**src/rtl/param_shift_parity_counter.sv**
```systemverilog
// Serial/parallel shift register with synchronised board inputs, a parity-event
// BCD counter and 7-segment decode of that count.
module param_shift_parity_counter #(
    parameter int WIDTH       = 10,
    parameter int DIGITS      = 2,
    parameter int SYNC_STAGES = 2,
    parameter bit EDGE_MODE   = 1'b1,
    parameter bit PARITY_ODD  = 1'b1,
    parameter bit COUNT_SAT   = 1'b0
) (
    input  logic                  CLOCK_50,
    input  logic [1:0]            KEY,
    input  logic [1:0]            SW,
    input  logic                  par_load,
    input  logic [WIDTH-1:0]      par_data,
    output logic [WIDTH-1:0]      shift_reg,
    output logic [WIDTH-1:0]      LEDR,
    output logic                  parity_even,
    output logic [4*DIGITS-1:0]   event_count,
    output logic                  count_tick,
    output logic [7*DIGITS-1:0]   HEX
);

    logic                   reset;
    logic [SYNC_STAGES-1:0] key_sync;
    logic [SYNC_STAGES-1:0] sd_sync;
    logic [SYNC_STAGES-1:0] dir_sync;
    logic                   key_sync_d;
    logic                   sync_k;
    logic                   sd;
    logic                   dir;
    logic                   shift_en;
    logic [WIDTH-1:0]       next_reg;
    logic                   update;
    logic                   parity_event;
    logic [4*DIGITS-1:0]    next_count;
    logic                   all_nines;
    logic                   carry;
    logic                   inc_ok;

    assign reset  = KEY[1];
    assign sync_k = key_sync[SYNC_STAGES-1];
    assign sd     = sd_sync[SYNC_STAGES-1];
    assign dir    = dir_sync[SYNC_STAGES-1];

    // Strobe and data share one chain depth so serial data stays aligned with its shift.
    always_ff @(posedge CLOCK_50) begin
        if (reset) begin
            key_sync   <= '0;
            sd_sync    <= '0;
            dir_sync   <= '0;
            key_sync_d <= 1'b0;
        end else begin
            key_sync   <= {key_sync[SYNC_STAGES-2:0], KEY[0]};
            sd_sync    <= {sd_sync[SYNC_STAGES-2:0], SW[0]};
            dir_sync   <= {dir_sync[SYNC_STAGES-2:0], SW[1]};
            key_sync_d <= sync_k;
        end
    end

    assign shift_en = EDGE_MODE ? (sync_k & ~key_sync_d) : sync_k;

    // A load drops any coincident shift outright rather than deferring it.
    always_comb begin
        next_reg = shift_reg;
        update   = 1'b0;
        if (par_load) begin
            next_reg = par_data;
            update   = 1'b1;
        end else if (shift_en) begin
            update = 1'b1;
            if (dir) next_reg = {sd, shift_reg[WIDTH-1:1]};
            else     next_reg = {shift_reg[WIDTH-2:0], sd};
        end
    end

    assign parity_event = update && ((^next_reg) == PARITY_ODD);

    always_comb begin
        next_count = event_count;
        all_nines  = 1'b1;
        carry      = 1'b1;
        for (int i = 0; i < DIGITS; i++) begin
            if (event_count[4*i +: 4] != 4'd9) all_nines = 1'b0;
            if (carry) begin
                if (event_count[4*i +: 4] == 4'd9) begin
                    next_count[4*i +: 4] = 4'd0;
                end else begin
                    next_count[4*i +: 4] = event_count[4*i +: 4] + 4'd1;
                    carry = 1'b0;
                end
            end
        end
    end

    assign inc_ok = parity_event && !(COUNT_SAT && all_nines);

    always_ff @(posedge CLOCK_50) begin
        if (reset) begin
            shift_reg   <= '0;
            LEDR        <= '0;
            event_count <= '0;
            count_tick  <= 1'b0;
        end else begin
            shift_reg  <= next_reg;
            LEDR       <= next_reg;
            count_tick <= inc_ok;
            if (inc_ok) event_count <= next_count;
        end
    end

    assign parity_even = ~^shift_reg;

    function automatic logic [6:0] seg7(input logic [3:0] d);
        case (d)
            4'd0:    seg7 = 7'b1000000;
            4'd1:    seg7 = 7'b1111001;
            4'd2:    seg7 = 7'b0100100;
            4'd3:    seg7 = 7'b0110000;
            4'd4:    seg7 = 7'b0011001;
            4'd5:    seg7 = 7'b0010010;
            4'd6:    seg7 = 7'b0000010;
            4'd7:    seg7 = 7'b1111000;
            4'd8:    seg7 = 7'b0000000;
            4'd9:    seg7 = 7'b0010000;
            default: seg7 = 7'b1111111;
        endcase
    endfunction

    always_comb begin
        HEX = '1;
        for (int i = 0; i < DIGITS; i++) begin
            HEX[7*i +: 7] = seg7(event_count[4*i +: 4]);
        end
    end

endmodule

```
**config.mk**
```make
export PLATFORM = sky130hd
export DESIGN_NAME = param_shift_parity_counter
export DESIGN_NICKNAME = d
export VERILOG_FILES = /design/src/rtl/param_shift_parity_counter.sv
export SDC_FILE = /design/constraint.sdc
export NUM_CORES = 1
export LEC_CHECK = 0
export CORE_ASPECT_RATIO = 1.75
export CORE_MARGIN = 2
export CORE_UTILIZATION = 35
export CTS_CLUSTER_DIAMETER = 80
export DETAILED_ROUTE_END_ITERATION = 10
export PLACE_DENSITY_LB_ADDON = 0.08
export SLEW_MARGIN = 30
export SYNTH_ARGS = -nofsm -noshare
export SYNTH_HDL_FRONTEND = slang
export SYNTH_SLANG_ARGS = --single-unit
```
**constraint.sdc**
```tcl
create_clock -name CLOCK_50 -period 4.3 [get_ports CLOCK_50]
set_input_delay 0.86 -clock CLOCK_50 [delete_from_list [all_inputs] [get_ports CLOCK_50]]
set_output_delay 0.86 -clock CLOCK_50 [all_outputs]
set_load 0.02 [all_outputs]
```
# Word-level counts from Yosys, hierarchy flattened
# Memories as Yosys holds them, arrays and structs flattened. A register that Yosys moved wholly into a read port is not among the register bits.
# Cells that the tools add are included.
totals:
  output_inout_bits: 44
  word_cells: 32
  latch_bits: 0
  register_bits: 26
  ram_bits: 0
  n_memories: 2
  mem_bits_ro: 224
  input_bits: 16
mem_list:
  columns: ["memory", "depth", "word_bits", "rd", "rd_clocked_by_memory_dff", "wr", "line_no", "text"]
  rows:
  - ["(no name shown)", 16, 7, 1, 1, 0, "115", "case (d)"]
  - ["(no name shown)", 16, 7, 1, 1, 0, "115", null]
op_classes:
  magnitude_cmp: 0
  n_shift: 0
  add_sub_neg: 2
  eq_ne: 2
  div_mod_pow: 0
  n_mux: 12
  multipliers: 0
  bitwise: 2
  n_reduce_logical: 4
ops:
  columns: ["op", "n"]
  rows:
  - ["$mux 10", 3]
  - ["$mux 4", 6]
  - ["$reduce_xnor 10->1", 1]
  - ["$reduce_xor 10->1", 1]
  - ["$add 4x1->4 const B", 2]
  - ["$eq 4x4->1 const B", 2]
  - ["$mux 1", 3]
  - ["$reduce_and 2->1", 1]
  - ["$and 1x1->1", 1]
  - ["$logic_and 1x1->1", 1]
  - ["$not 1->1", 1]

# Depth between registers and ports, before layout
logic_depth:
  word_depth: 9
  mapped_depth: 17
  ltp_nobuf: 15

# Worst setup path before layout
# Ideal clock, no wire load.
synth_path:
  path_type: "in2reg"
  start: "input port par_load"
  end: "register HEX[7] (netlist name)"
  path_buffers: 2
  setup_ns: 0.131
  stages: 15
  arrival_time_ns: 3.910
  path_slack_ns: 0.259
  required_time_ns: 4.169
  cell_sequence: "or3b_1 -> buf_2 -> a211oi_2 -> nor3_1 -> a221oi_2 -> xnor2_1 -> xor3_1 -> buf_2 -> o311a_1 -> nor2_1 -> inv_1 -> ha_1 -> a211o_1 -> a21oi_1 -> nor4_1"
synth_between:
  elab_chain_cells: 6
  elab_cells_between_ends: 7
  classes_between: "4 x mux; 3 x reduce/logical"
synth_lines:
  columns: ["element", "line_no", "text"]
  rows:
  - ["from (decl)", "14", "input logic par_load,"]
  - ["$mux 10", "67", "if (par_load) begin"]
  - ["$reduce_xor 10->1", "77", "assign parity_event = update && ((^next_reg) == PARITY_ODD);"]
  - ["$logic_and 1x1->1 *", "77", null]
  - ["$reduce_and 2->1 (no line) *", null, null]
  - ["$mux 4 (no line) * (2 in series)", null, null]
# Every way passes the cells marked *; elsewhere a longest branch is shown, timed or not.
# A chain may end at the register's enable or synchronous reset.

# Worst setup path after layout
layout_path:
  start: "input port par_load"
  end: "register HEX[4] (netlist name)"
layout_between:
  elab_chain_cells: 5
  elab_cells_between_ends: 6
  classes_between: "4 x mux; 2 x reduce/logical"
layout_lines:
  columns: ["element", "line_no"]
  rows:
  - ["$mux 10", "67"]
  - ["$reduce_xor 10->1", "77"]
  - ["$logic_and 1x1->1 *", "77"]
  - ["$mux 4 (no line) * (2 in series)", null]
# Marks and branches as above.

==> flow_metrics.env <==
export IMPL_vias=2693
export IMPL_io_pin_count=60
export IMPL_yosys_register_bits=40
export IMPL_diodes=0
export IMPL_slew_headroom_pct=63.33
export IMPL_critPathBufInv=2
export IMPL_status="finished, final reports clean"
export IMPL_netlist_area_um2=2745
export IMPL_avgSynthCellArea_um2=8.122
export IMPL_synth_top_area_share_pct=29.17
export IMPL_maxCapViolCount=0
export IMPL_fin_area_um2=3744
export IMPL_hold_viol_final=0
export IMPL_tightest_slew_ns=0.5492
export IMPL_antenna_found_initial=0
export IMPL_clock_sinks=40
export IMPL_drc_errors=0
export IMPL_fmax_mhz=243.5
export IMPL_hpwl_um=5565
export IMPL_fp_dieH_um=121.2
export IMPL_cts_root_buffer="clkbuf_16"
export IMPL_critPathMaxStageDelay_ns=0.43
export IMPL_numPortBuffers=59
export IMPL_routedWlPerCell_um=15.07
export IMPL_routed_wirelength_um=7519
export IMPL_slew_viol_final=0
export IMPL_finalCriticalPeriod_ns=4.107
export IMPL_area_delta_synth_final_pct=36.37
export IMPL_yosys_area_top_type="dfxtp_1"
export IMPL_dieArea_um2=8595
export IMPL_cts_clk_slew_worst_paths_ns=0.06
export IMPL_grt_use_total_pct=18.36
export IMPL_path_delay_family="simple AND/OR/NAND/NOR gates"
export IMPL_grt_pass1_vias=2736
export IMPL_cts_buffers=5
export IMPL_antenna_left=0
export IMPL_synth_fp_nets=365
export IMPL_path_class="primary input to flip-flop"
export IMPL_post_synth_num_cell_types=60
export IMPL_endpoint_kind="flip-flop"
export IMPL_cts_hold_buffers=0
export IMPL_grt_start_max_net_pins=25
export IMPL_setup_viol=0
export IMPL_cp_common_cell="nor2_1"
export IMPL_yosysWarnings=0
export IMPL_crit_arrival_ns=4.29
export IMPL_die_w_um=70.95
export IMPL_yosysMostFrequentCell="nor2_1"
export IMPL_clk_latency_ns=0.28
export IMPL_hold_path_class="flip-flop to flip-flop"
export IMPL_setup_tns_ns=0
export IMPL_pre_cts_slack_ns=-0.3596
export IMPL_final_period_utilization_pct=95.51
export IMPL_p_per_area_nw_per_um2=377.0
export IMPL_drive_gt1_share_pct=16.55
export IMPL_htree_levels=2
export IMPL_first_pass_iters=4
export IMPL_place_gp_congestion=0.8615
export IMPL_synth_common_cells="nor2_1, dfxtp_1, a21oi_1"
export IMPL_place_area_um2=3551
export IMPL_ys_top_cells_by_area="dfxtp_1, nor2_1, a21oi_1"
export IMPL_viasPerCell=5.397
export IMPL_fin_skew_ns=0.003952
export IMPL_fin_ws_ns=0.1930
export IMPL_async_reset_ff_share_pct=0
export IMPL_cts_buffer_depth=2
export IMPL_vdd_drop_max_v=0.0001820
export IMPL_coreArea_um2=7567
export IMPL_overflow=0
export IMPL_drt_iter0_drc=119
export IMPL_cpMaxStageDelayCell="or3b_4"
export IMPL_ys_seq_area_share_pct=29.17
export IMPL_p_leak_nw=1.413
export IMPL_synth_edff_count=0
export IMPL_path_cells="clkdlybuf4s50_1, or3b_4, a211oi_2, nor3_1, a221oi_2, xnor2_1, buf_4, xnor3_1, nand2_1, or3_1, a21o_1, ha_1, and3_1, nor2_1, nor2_1, a2111oi_2"
export IMPL_cp_required_ns=4.48
export IMPL_worstPathMaxFanout=6
export IMPL_grt_pass1_wl_um=12790
export IMPL_utilization_pct=49.47
export IMPL_synth_cells=338
export IMPL_totalPowerFinal_mw=1.411
export IMPL_tritoncts="yes"
export IMPL_fin_nets=437
export IMPL_rsz0062_at_grt="false"
export IMPL_start_kind="primary input"
export IMPL_start_util_pct=36.28
export IMPL_rows=42
export IMPL_synthFlopType="dfxtp_1"
## layer usage
layer | part of all wire (%) | vias to the layer above | track usage [%]
li1 | - | 1346 | -
met3 | 4.2 | 14 | 2.492
met5 | 0 | - | 0
met4 | 2.6 | 0 | 9.316
met2 | 52 | 85 | 32.83
met1 | 41 | 1248 | 20.84
## logic make-up (layout without fill, tap and decap cells)
logic type | after synthesis | in the layout | share of synthesized area [%]
mux | 14 | 14 | 5.287
simple gates | 106 | 106 | 18.00
xor+xnor | 20 | 20 | 7.430
compound gates | 102 | 102 | 26.89
flops | 40 | 40 | 29.17
buf+inv | 45 | 118 | 8.204
fa+ha+maj | 11 | 11 | 5.014
## cell usage in the layout (no fill, tap or decap), drive strengths merged, types with 11 or more instances in the layout
master,Yosys,routed
xnor2,15,15
clkdlybuf4s50,0,59
inv,13,13
nand2,21,21
ha,11,11
buf,20,37
nor2,42,42
dfxtp,40,40
o21ai,20,20
a21oi,29,29
## stage by stage
stage               std cells  hold WS [ns]
finish                    499        0.4409
global route              499        0.4584
CTS                       499        0.4445
detailed placement        491        0.4300
global placement          491        0.4238
floorplan                 338        0.4138
## what timing repair did
action | CTS | global route
setup endpoints to repair | 6 | 12
pin swaps | 0 | 1
setup buffers | 0 | 0
resized for setup | 3 | 6
## where the power goes
part | total [mW] | switching, mW | internal [mW]
clock | 0.418 | 0.146 | 0.273
combinational | 0.558 | 0.299 | 0.260
sequential | 0.435 | 0.0310 | 0.404
total | 1.41 | 0.475 | 0.936
## flip-flops by register name (all words and copies together), names as in the netlist
name,cells
key_sync_d,1
sd_sync,2
event_count,8
count_tick,1
HEX,14
dir_sync,2
LEDR,10
key_sync,2
## worst reg2reg max path, delay by kind of cell, from the launching register on
family                     cells  cell delay, ns
and+or+nand+nor                1            0.21
buffers and inverters          2            0.33
DFF                            1            0.42
muxes                          2            0.58
adders and majority gates      1            0.31
xor gates and xnor gates       3            0.76
AOI/OAI and AO/OA              5            0.90
## path summary, 6_finish.rpt
| kind | cells past startpoint | slack (ns) | end | start |
|---|---|---|---|---|
| worst max register to register | 14 | 0.68 | HEX[8]$_DFF_P_ | dir_sync[1]$_SDFF_PP0_ |
| worst min register to register | 1 | 0.44 | dir_sync[1]$_SDFF_PP0_ | dir_sync[0]$_SDFF_PP0_ |
| worst max-delay path | 16 | 0.19 | HEX[4]$_DFF_P_ | par_load |
| worst min-delay path | 1 | 0.44 | dir_sync[1]$_SDFF_PP0_ | dir_sync[0]$_SDFF_PP0_ |
## layout make-up
type | instances | area, µm²
Inverter | 14 | 52.55
Fill cell | 736 | 3824
Clock buffer | 6 | 128.9
Clock inverter | 2 | 35.03
Sequential cell | 40 | 800.8
Timing Repair Buffer | 96 | 868.3
Multi-Input combinational cell | 253 | 1748
Tap cell | 88 | 110.1
Note: power is estimated with default switching activity, not from simulation.
